--- src/rtl/laser_scan_ctrl_if.sv ---
// ---------------------------------------------------------------------------
// laser_scan_ctrl_if
//
// Purpose: groups the two request/response channels of the scan sequencer:
//   - coverage evaluator: request (ev_req_*, ev_pos) and in-order response
//     (ev_rsp_valid, ev_rsp_cnt)
//   - map mask unit: command (mk_cmd_*) and completion pulse (mk_done)
//
// Handshake rules (both command channels):
//   A transfer happens on a rising clock edge where valid and ready are both
//   high. While valid is high and ready is low, the sender holds valid and
//   every payload signal stable. Ready may be high without valid, and the
//   receiver may not make ready depend on the transfer completing.
//   ev_rsp_valid and mk_done have no back-pressure: each high cycle is one
//   response or one completion.
//
// Modports:
//   master - the sequencer (drives requests and commands)
//   slave  - evaluator / mask unit side
// ---------------------------------------------------------------------------
interface laser_scan_ctrl_if;
  logic       ev_req_valid;
  logic       ev_req_ready;
  logic [7:0] ev_pos;
  logic       ev_rsp_valid;
  logic [5:0] ev_rsp_cnt;
  logic       mk_cmd_valid;
  logic       mk_cmd_ready;
  logic       mk_cmd_op;
  logic [7:0] mk_cmd_center;
  logic       mk_done;

  modport master (
    output ev_req_valid, ev_pos, mk_cmd_valid, mk_cmd_op, mk_cmd_center,
    input  ev_req_ready, ev_rsp_valid, ev_rsp_cnt, mk_cmd_ready, mk_done
  );

  modport slave (
    input  ev_req_valid, ev_pos, mk_cmd_valid, mk_cmd_op, mk_cmd_center,
    output ev_req_ready, ev_rsp_valid, ev_rsp_cnt, mk_cmd_ready, mk_done
  );
endinterface

--- src/rtl/laser_scan_ctrl.sv ---
// ---------------------------------------------------------------------------
// laser_scan_ctrl
//
// Purpose: sequencer for the two-circle coverage search. It counts NPTS
// incoming points, then alternately optimises target 1 and target 2. Each
// scan sweeps all 256 candidate centres through the shared coverage
// evaluator and keeps the best one; before every scan except the very first
// the other target's footprint is masked out of the map, and restored after.
// The search ends when two consecutive scans leave their target unchanged
// or after MAX_SCANS scans, and DONE pulses with C1/C2 final.
//
// Ports:
//   CLK          rising-edge clock
//   RST          asynchronous active-low reset
//   pt_valid     one point loaded into the map this cycle
//   bus          evaluator + mask unit channels (master side)
//   C1X..C2Y     result centres, held until the next frame's first point
//   DONE         one-cycle pulse, results final
//   busy         high in every state except IDLE
//   dbg_state_o  current FSM state (debug)
// ---------------------------------------------------------------------------
module laser_scan_ctrl #(
  parameter int NPTS      = 40,
  parameter int MAX_SCANS = 16
) (
  input  logic                CLK,
  input  logic                RST,
  input  logic                pt_valid,
  laser_scan_ctrl_if.master   bus,
  output logic [3:0]          C1X,
  output logic [3:0]          C1Y,
  output logic [3:0]          C2X,
  output logic [3:0]          C2Y,
  output logic                DONE,
  output logic                busy,
  output logic [3:0]          dbg_state_o
);

  localparam int PW = $clog2(NPTS + 1);
  localparam int SW = $clog2(MAX_SCANS + 1);

  typedef enum logic [3:0] {
    S_IDLE,
    S_LOAD,
    S_MASK,
    S_MASK_WAIT,
    S_SCAN,
    S_UNMASK,
    S_UNMASK_WAIT,
    S_UPDATE,
    S_FINISH
  } state_t;

  state_t          state_q, state_d;
  logic [PW-1:0]   pt_cnt_q, pt_cnt_d;

  // Scan bookkeeping: next position to request, whether all 256 have been
  // requested, position of the oldest outstanding response, and the number
  // of requests still waiting for their response.
  logic [7:0]      req_pos_q, req_pos_d;
  logic            req_done_q, req_done_d;
  logic [7:0]      rsp_pos_q, rsp_pos_d;
  logic [8:0]      outst_q, outst_d;

  logic [5:0]      best_cnt_q, best_cnt_d;
  logic [7:0]      best_pos_q, best_pos_d;

  // Stored centres {y,x} and whether each target has completed a scan yet.
  logic [7:0]      c1_q, c1_d;
  logic [7:0]      c2_q, c2_d;
  logic            c1_vld_q, c1_vld_d;
  logic            c2_vld_q, c2_vld_d;

  logic            cur2_q, cur2_d;      // 0: target 1 is current, 1: target 2
  logic [1:0]      stable_q, stable_d;
  logic [SW-1:0]   scan_q, scan_d;
  logic [7:0]      mask_ctr_q, mask_ctr_d;

  logic            req_fire;
  logic            rsp_take;
  logic            upd_same;

  assign req_fire = bus.ev_req_valid & bus.ev_req_ready;

  // A response is only meaningful while a request is outstanding in SCAN;
  // anything else is a stray pulse and is dropped.
  assign rsp_take = (state_q == S_SCAN) && bus.ev_rsp_valid && (outst_q != 9'd0);

  // A target whose first scan has not completed has no valid centre, so its
  // first result always counts as a change.
  assign upd_same = cur2_q ? (c2_vld_q && (best_pos_q == c2_q))
                           : (c1_vld_q && (best_pos_q == c1_q));

  // -------------------------------------------------------------------------
  // State and datapath registers
  // -------------------------------------------------------------------------
  always_ff @(posedge CLK or negedge RST) begin
    if (!RST) begin
      state_q    <= S_IDLE;
      pt_cnt_q   <= '0;
      req_pos_q  <= '0;
      req_done_q <= 1'b0;
      rsp_pos_q  <= '0;
      outst_q    <= '0;
      best_cnt_q <= '0;
      best_pos_q <= '0;
      c1_q       <= '0;
      c2_q       <= '0;
      c1_vld_q   <= 1'b0;
      c2_vld_q   <= 1'b0;
      cur2_q     <= 1'b0;
      stable_q   <= '0;
      scan_q     <= '0;
      mask_ctr_q <= '0;
    end else begin
      state_q    <= state_d;
      pt_cnt_q   <= pt_cnt_d;
      req_pos_q  <= req_pos_d;
      req_done_q <= req_done_d;
      rsp_pos_q  <= rsp_pos_d;
      outst_q    <= outst_d;
      best_cnt_q <= best_cnt_d;
      best_pos_q <= best_pos_d;
      c1_q       <= c1_d;
      c2_q       <= c2_d;
      c1_vld_q   <= c1_vld_d;
      c2_vld_q   <= c2_vld_d;
      cur2_q     <= cur2_d;
      stable_q   <= stable_d;
      scan_q     <= scan_d;
      mask_ctr_q <= mask_ctr_d;
    end
  end

  // -------------------------------------------------------------------------
  // Next-state logic
  // -------------------------------------------------------------------------
  always_comb begin
    state_d    = state_q;
    pt_cnt_d   = pt_cnt_q;
    // Scan counters drop back to zero whenever the FSM is outside SCAN, so
    // every scan starts from position 0 with nothing outstanding.
    req_pos_d  = '0;
    req_done_d = 1'b0;
    rsp_pos_d  = '0;
    outst_d    = '0;
    best_cnt_d = best_cnt_q;
    best_pos_d = best_pos_q;
    c1_d       = c1_q;
    c2_d       = c2_q;
    c1_vld_d   = c1_vld_q;
    c2_vld_d   = c2_vld_q;
    cur2_d     = cur2_q;
    stable_d   = stable_q;
    scan_d     = scan_q;
    mask_ctr_d = mask_ctr_q;

    case (state_q)
      S_IDLE: begin
        if (pt_valid) begin
          pt_cnt_d = PW'(1);
          c1_d     = '0;
          c2_d     = '0;
          c1_vld_d = 1'b0;
          c2_vld_d = 1'b0;
          cur2_d   = 1'b0;
          stable_d = '0;
          scan_d   = '0;
          state_d  = S_LOAD;
        end
      end

      S_LOAD: begin
        if (pt_valid) begin
          pt_cnt_d = pt_cnt_q + PW'(1);
          // First scan of target 1 runs unmasked: target 2 has no centre yet.
          if (pt_cnt_d == PW'(NPTS)) begin
            state_d = S_SCAN;
          end
        end
      end

      S_MASK: begin
        if (bus.mk_cmd_ready) begin
          state_d = S_MASK_WAIT;
        end
      end

      S_MASK_WAIT: begin
        if (bus.mk_done) begin
          state_d = S_SCAN;
        end
      end

      S_SCAN: begin
        req_pos_d  = req_pos_q;
        req_done_d = req_done_q;
        rsp_pos_d  = rsp_pos_q;
        if (req_fire) begin
          req_pos_d = req_pos_q + 8'd1;
          if (req_pos_q == 8'hFF) begin
            req_done_d = 1'b1;
          end
        end
        outst_d = outst_q + {8'd0, req_fire} - {8'd0, rsp_take};
        if (rsp_take) begin
          rsp_pos_d = rsp_pos_q + 8'd1;
          // '>=' lets a later position win a tie; position 0 seeds the scan.
          if ((rsp_pos_q == 8'd0) || (bus.ev_rsp_cnt >= best_cnt_q)) begin
            best_cnt_d = bus.ev_rsp_cnt;
            best_pos_d = rsp_pos_q;
          end
          if (rsp_pos_q == 8'hFF) begin
            state_d = (scan_q == '0) ? S_UPDATE : S_UNMASK;
          end
        end
      end

      S_UNMASK: begin
        if (bus.mk_cmd_ready) begin
          state_d = S_UNMASK_WAIT;
        end
      end

      S_UNMASK_WAIT: begin
        if (bus.mk_done) begin
          state_d = S_UPDATE;
        end
      end

      S_UPDATE: begin
        stable_d = upd_same ? (stable_q + 2'd1) : 2'd0;
        if (cur2_q) begin
          c2_d     = best_pos_q;
          c2_vld_d = 1'b1;
        end else begin
          c1_d     = best_pos_q;
          c1_vld_d = 1'b1;
        end
        scan_d = scan_q + SW'(1);
        cur2_d = ~cur2_q;
        // The target just written is the "other" one for the next scan, so
        // its new centre is the footprint to mask next.
        mask_ctr_d = best_pos_q;
        if ((stable_d == 2'd2) || (scan_d == SW'(MAX_SCANS))) begin
          state_d = S_FINISH;
        end else begin
          state_d = S_MASK;
        end
      end

      S_FINISH: begin
        state_d = S_IDLE;
      end

      default: begin
        state_d = S_IDLE;
      end
    endcase
  end

  // -------------------------------------------------------------------------
  // Outputs
  // -------------------------------------------------------------------------
  assign bus.ev_req_valid  = (state_q == S_SCAN) && !req_done_q;
  assign bus.ev_pos        = req_pos_q;
  assign bus.mk_cmd_valid  = (state_q == S_MASK) || (state_q == S_UNMASK);
  assign bus.mk_cmd_op     = (state_q == S_MASK);
  assign bus.mk_cmd_center = mask_ctr_q;

  assign C1X  = c1_q[3:0];
  assign C1Y  = c1_q[7:4];
  assign C2X  = c2_q[3:0];
  assign C2Y  = c2_q[7:4];
  assign DONE = (state_q == S_FINISH);
  assign busy = (state_q != S_IDLE);

  assign dbg_state_o = state_q;

endmodule

--- src/flat_wrapper.sv ---
// flat-port wrapper written by rule: the top's interface ports become plain ports
module laser_scan_ctrl_flat 
#(
  parameter int NPTS      = 40,
  parameter int MAX_SCANS = 16
)
  (CLK, RST, pt_valid, C1X, C1Y, C2X, C2Y, DONE, busy, dbg_state_o, bus_ev_req_valid, bus_ev_pos, bus_mk_cmd_valid, bus_mk_cmd_op, bus_mk_cmd_center, bus_ev_req_ready, bus_ev_rsp_valid, bus_ev_rsp_cnt, bus_mk_cmd_ready, bus_mk_done);
  laser_scan_ctrl_if bus_i ();
  input  logic CLK;
  input  logic RST;
  input  logic pt_valid;
  output logic [3:0] C1X;
  output logic [3:0] C1Y;
  output logic [3:0] C2X;
  output logic [3:0] C2Y;
  output logic DONE;
  output logic busy;
  output logic [3:0] dbg_state_o;
  output wire logic [$bits(bus_i.ev_req_valid)-1:0] bus_ev_req_valid;
  output wire logic [$bits(bus_i.ev_pos)-1:0] bus_ev_pos;
  output wire logic [$bits(bus_i.mk_cmd_valid)-1:0] bus_mk_cmd_valid;
  output wire logic [$bits(bus_i.mk_cmd_op)-1:0] bus_mk_cmd_op;
  output wire logic [$bits(bus_i.mk_cmd_center)-1:0] bus_mk_cmd_center;
  input wire logic [$bits(bus_i.ev_req_ready)-1:0] bus_ev_req_ready;
  input wire logic [$bits(bus_i.ev_rsp_valid)-1:0] bus_ev_rsp_valid;
  input wire logic [$bits(bus_i.ev_rsp_cnt)-1:0] bus_ev_rsp_cnt;
  input wire logic [$bits(bus_i.mk_cmd_ready)-1:0] bus_mk_cmd_ready;
  input wire logic [$bits(bus_i.mk_done)-1:0] bus_mk_done;
  assign bus_ev_req_valid = bus_i.ev_req_valid;
  assign bus_ev_pos = bus_i.ev_pos;
  assign bus_mk_cmd_valid = bus_i.mk_cmd_valid;
  assign bus_mk_cmd_op = bus_i.mk_cmd_op;
  assign bus_mk_cmd_center = bus_i.mk_cmd_center;
  assign bus_i.ev_req_ready = bus_ev_req_ready;
  assign bus_i.ev_rsp_valid = bus_ev_rsp_valid;
  assign bus_i.ev_rsp_cnt = bus_ev_rsp_cnt;
  assign bus_i.mk_cmd_ready = bus_mk_cmd_ready;
  assign bus_i.mk_done = bus_mk_done;
  laser_scan_ctrl #(.NPTS(NPTS), .MAX_SCANS(MAX_SCANS)) u_core (.CLK(CLK), .RST(RST), .pt_valid(pt_valid), .bus(bus_i), .C1X(C1X), .C1Y(C1Y), .C2X(C2X), .C2Y(C2Y), .DONE(DONE), .busy(busy), .dbg_state_o(dbg_state_o));
endmodule
--- config.mk ---
export PLATFORM = sky130hd
export DESIGN_NAME = laser_scan_ctrl_flat
export DESIGN_NICKNAME = d
export VERILOG_FILES = /design/src/rtl/laser_scan_ctrl_if.sv /design/src/rtl/laser_scan_ctrl.sv /design/src/flat_wrapper.sv
export SDC_FILE = /design/constraint.sdc
export NUM_CORES = 1
export LEC_CHECK = 0
export ABC_AREA = 0
export BUFFER_PORTS_ARGS = -buffer_cell sky130_fd_sc_hd__buf_2
export CAP_MARGIN = 20
export CELL_PAD_IN_SITES_DETAIL_PLACEMENT = 1
export CELL_PAD_IN_SITES_GLOBAL_PLACEMENT = 2
export CORE_MARGIN = 5
export CORE_UTILIZATION = 37
export CTS_CLUSTER_SIZE = 14
export DETAILED_ROUTE_END_ITERATION = 10
export PLACE_DENSITY_LB_ADDON = 0.3
export SLEW_MARGIN = 20
export SYNTH_ARGS = -nofsm -noshare
export SYNTH_HDL_FRONTEND = slang
export SYNTH_SLANG_ARGS = --single-unit
--- constraint.sdc ---
create_clock -name CLK -period 3.9 [get_ports CLK]
set_input_delay 1.17 -clock CLK [delete_from_list [all_inputs] [get_ports CLK]]
set_output_delay 1.17 -clock CLK [all_outputs]
set_load 0.02 [all_outputs]
==> flow_summary.yaml <==
run_status:
  outcome: "complete, no violations"
global_route:
  met1_usage_pct: 21.4
  grt_use_met2_pct: 24.9
  grt_overflow: 0
  grt_max_degree: 41
  grt_usage_pct: 15.8
  grt_pass1_wl_mm: 18.4
  busiest_layer: "met2"
  met3_usage_pct: 4.01
  grt_pass1_vias: 3651
  antenna_found_initial: 0
sta:
  fmax_mhz: 310
  worst_pin_slew_ns: 0.759
  post-route-period-util_pct: 82.7
  max-slew-margin-rel_pct: 49.2
  grt_setup_unrepaired: "false"
  finalSetupTns_ns: 0
  finalHoldViolations: 0
  finClkSkew_ns: 0.00547
  final_max_slew_viol_count: 0
  setup_ws_ns: 0.674
  setup-violations-final: 0
  period_needed_ns: 3.23
power_and_ir_drop:
  totalPowerFinal_mw: 2.62
  pwr-share-seq_pct: 41.4
  peakVddDrop_mv: 0.295
  power.switching_mw: 0.942
  p_int_mw: 1.68
  p_leak_nw: 2.57
  clkPwrFrac_pct: 31.6
  pwr_density_cell_nw_per_um2: 505
  sw_frac_of_total_pct: 35.9
  combPwrFrac_pct: 27.0
worst_setup_path:
  startpoint_type: "input port"
  critPathMaxFanout: 2
  cp_data_arrival_time_ns: 3.45
  cp.required_ns: 4.12
  critPathKind: "input port to register"
  worstSetupEndpointType: "register"
placed_design:
  placed_area_um2: 4910
  post-place-ws_ns: 0.297
  hpwl_mm: 7.65
  port_buffers: 53
  gp_congestion: 0.761
floorplan:
  ios: 54
  fp.dieH_um: 120
  core-area_um2: 12000
  initial_utilization_pct: 37.5
  row_count: 40
  die_w_um: 120
  dieArea_um2: 14400
synthesis:
  synthCells: 447
  yosysWarnings: 0
  synth_flop_cell: "dfrtp_1"
  synth_area_per_cell_um2: 10.0
  ys_seq_area_share_pct: 46.9
  syn_area_um2: 4480
  syn-num-nets: 485
  async_reset_ff_share_pct: 100
  synth_edf_count: 0
  synth.top_cells.by_area: "dfrtp_1 (47%), ha_1 (6.7%), xor2_1 (6.3%)"
  synth_top_cell_area_share_pct: 46.9
  synthTopCellsByCount: "dfrtp_1 (84), nand2_1 (66), nor2_1 (42), xor2_1 (32), inv_1 (26)"
  synth_top_area_cell: "dfrtp_1"
  synth.most_common_cell: "dfrtp_1"
  ys_ff_latch: 84
  synth_cell_type_count: 58
clocking:
  cts_hold_buf: 0
  cts_buffers: 9
  clock-sinks: 84
  clk_pin_slew_worst_paths_ns: 0.07
  cts-resized-gates: 0
  cts_root_buffer: "clkbuf_16"
  clockBufferDepth: 2
  clk_latency_ns: 0.34
  postCtsSetupRepairBufs: 0
  cts_tree: "built"
  cts_htree_levels: 3
cells_and_area:
  final.fill_count: 1368
  fin_nets: 542
  n_antenna_cell: 0
  syn2layout_area_growth_pct: 15.8
  fin_area_um2: 5190
  drive_gt1_share_pct: 20.0
route:
  via_per_inst: 5.13
  drt-wirelength-per-cell_um: 16.0
  antenna_left: 0
  initialDrtViolationCount: 120
  routed_wl_mm: 10.5
  dr_total_vias: 3364
  first_pass_iters: 4
  drc: 0
job:
  cap_violations: 0
min_path:
  hold_path_class: "register to register"
stage by stage:
step                hold slack (ns)  utilization [%]  instances
floorplan                     0.456                -        447
global placement              0.454             41.0        640
detailed placement            0.461             41.0        640
CTS                           0.477             43.4        656
global route                  0.504             43.4        656
finish                        0.468             43.4        656
layout make-up:
type	count	area (µm²)	share of cell area [%]
clock buffers	10	239	4.60
clock inverters	6	47.5	0.915
inverters	26	97.6	1.88
multi-input cells	322	2200	42.3
flip-flops and latches	84	2100	40.5
well taps	147	184	3.54
repair buffers	61	328	6.31
per-layer routing:
| metal | vias up | share of wire (%) |
|---|---|---|
| met5 | - | 0 |
| met4 | 0 | 1.6 |
| met3 | 16 | 3.9 |
| met2 | 59 | 46 |
| met1 | 1649 | 49 |
| li1 | 1640 | - |
power groups by stage:
stage	sequential (mW)	combinational (mW)	clock, mW
6_report	1.09	0.709	0.828
5_1_grt	1.10	0.805	0.893
4_1_cts	1.08	0.726	0.854
3_5_place_dp	1.10	0.724	0
3_3_place_gp	1.09	0.703	0
2_1_floorplan	1.06	0.531	0
registers in the layout, indices dropped and copies added (netlist names):
register                  count
u_core.best_cnt_q             6
u_core.best_pos_q             8
u_core.bus.ev_pos             8
u_core.bus.mk_cmd_center      8
u_core.c1_q                   8
u_core.c1_vld_q               1
u_core.c2_q                   8
u_core.c2_vld_q               1
u_core.cur2_q                 1
u_core.dbg_state_o            4
u_core.outst_q                9
u_core.pt_cnt_q               6
u_core.req_done_q             1
u_core.rsp_pos_q              8
u_core.scan_q                 5
u_core.stable_q               2
critical path, cell delays in order:
cell and delay, ns:
buf_2 0.09, inv_1 0.10, a31oi_4 0.04, nor2b_4 0.14, ha_1 0.26, inv_1 0.04, ha_1 0.22, fa_1 0.41
a21oi_1 0.14, o21ba_2 0.16, o22ai_1 0.11, o41ai_1 0.33, xnor2_1 0.17, nor2_1 0.06
final timing paths:
kind                                                         start                                 endpoint  slack, ns  cells past startpoint
max                                               bus_ev_rsp_valid              u_core.outst_q[8]$_DFF_PN0_       0.67                     14
min                        u_core.bus.mk_cmd_center[7]$_DFFE_PN0P_  u_core.bus.mk_cmd_center[7]$_DFFE_PN0P_       0.47                      2
max reg2reg                      u_core.dbg_state_o[2]$_DFFE_PN0P_              u_core.outst_q[8]$_DFF_PN0_       0.73                     13
min reg2reg                u_core.bus.mk_cmd_center[7]$_DFFE_PN0P_  u_core.bus.mk_cmd_center[7]$_DFFE_PN0P_       0.47                      2
max in group asynchronous                                      RST             u_core.scan_q[3]$_DFFE_PN0P_       2.39                      2
min in group asynchronous                                      RST         u_core.best_cnt_q[2]$_DFFE_PN0P_       0.80                      1
cells in the final DEF, fill, tap and decap left out, types with 3 or more instances in the layout:
cell | Yosys | layout
xor2_1 | 32 | 32
nor4_1 | 5 | 5
nor3_1 | 5 | 5
nand2_1 | 66 | 66
a21o_1 | 3 | 3
o21a_1 | 3 | 3
inv_1 | 26 | 26
buf_2 | 2 | 52
nor2_1 | 42 | 42
clkinvlp_4 | 0 | 4
nand4_1 | 6 | 6
a31oi_1 | 3 | 3
nand3b_1 | 3 | 3
mux2_2 | 13 | 13
o21ai_0 | 24 | 24
a22o_1 | 8 | 8
xnor2_1 | 9 | 9
and3_1 | 7 | 7
dfrtp_1 | 84 | 84
ha_1 | 24 | 24
a21oi_1 | 8 | 8
nand3_1 | 12 | 12
nand2b_1 | 6 | 6
buf_4 | 4 | 9
clkbuf_16 | 0 | 9
cell families after synthesis:
group / Yosys count / share of synthesized area (%)
buffers and inverters: 41 / 4.16
flip-flops: 84 / 46.9
XOR/XNOR: 41 / 8.01
AND/OR/NAND/NOR: 169 / 18.1
multiplexers: 17 / 4.38
adder cells (fa/ha/maj): 25 / 7.14
AO/OA/AOI/OAI: 70 / 11.3
Power figures use the tool's default switching activity.
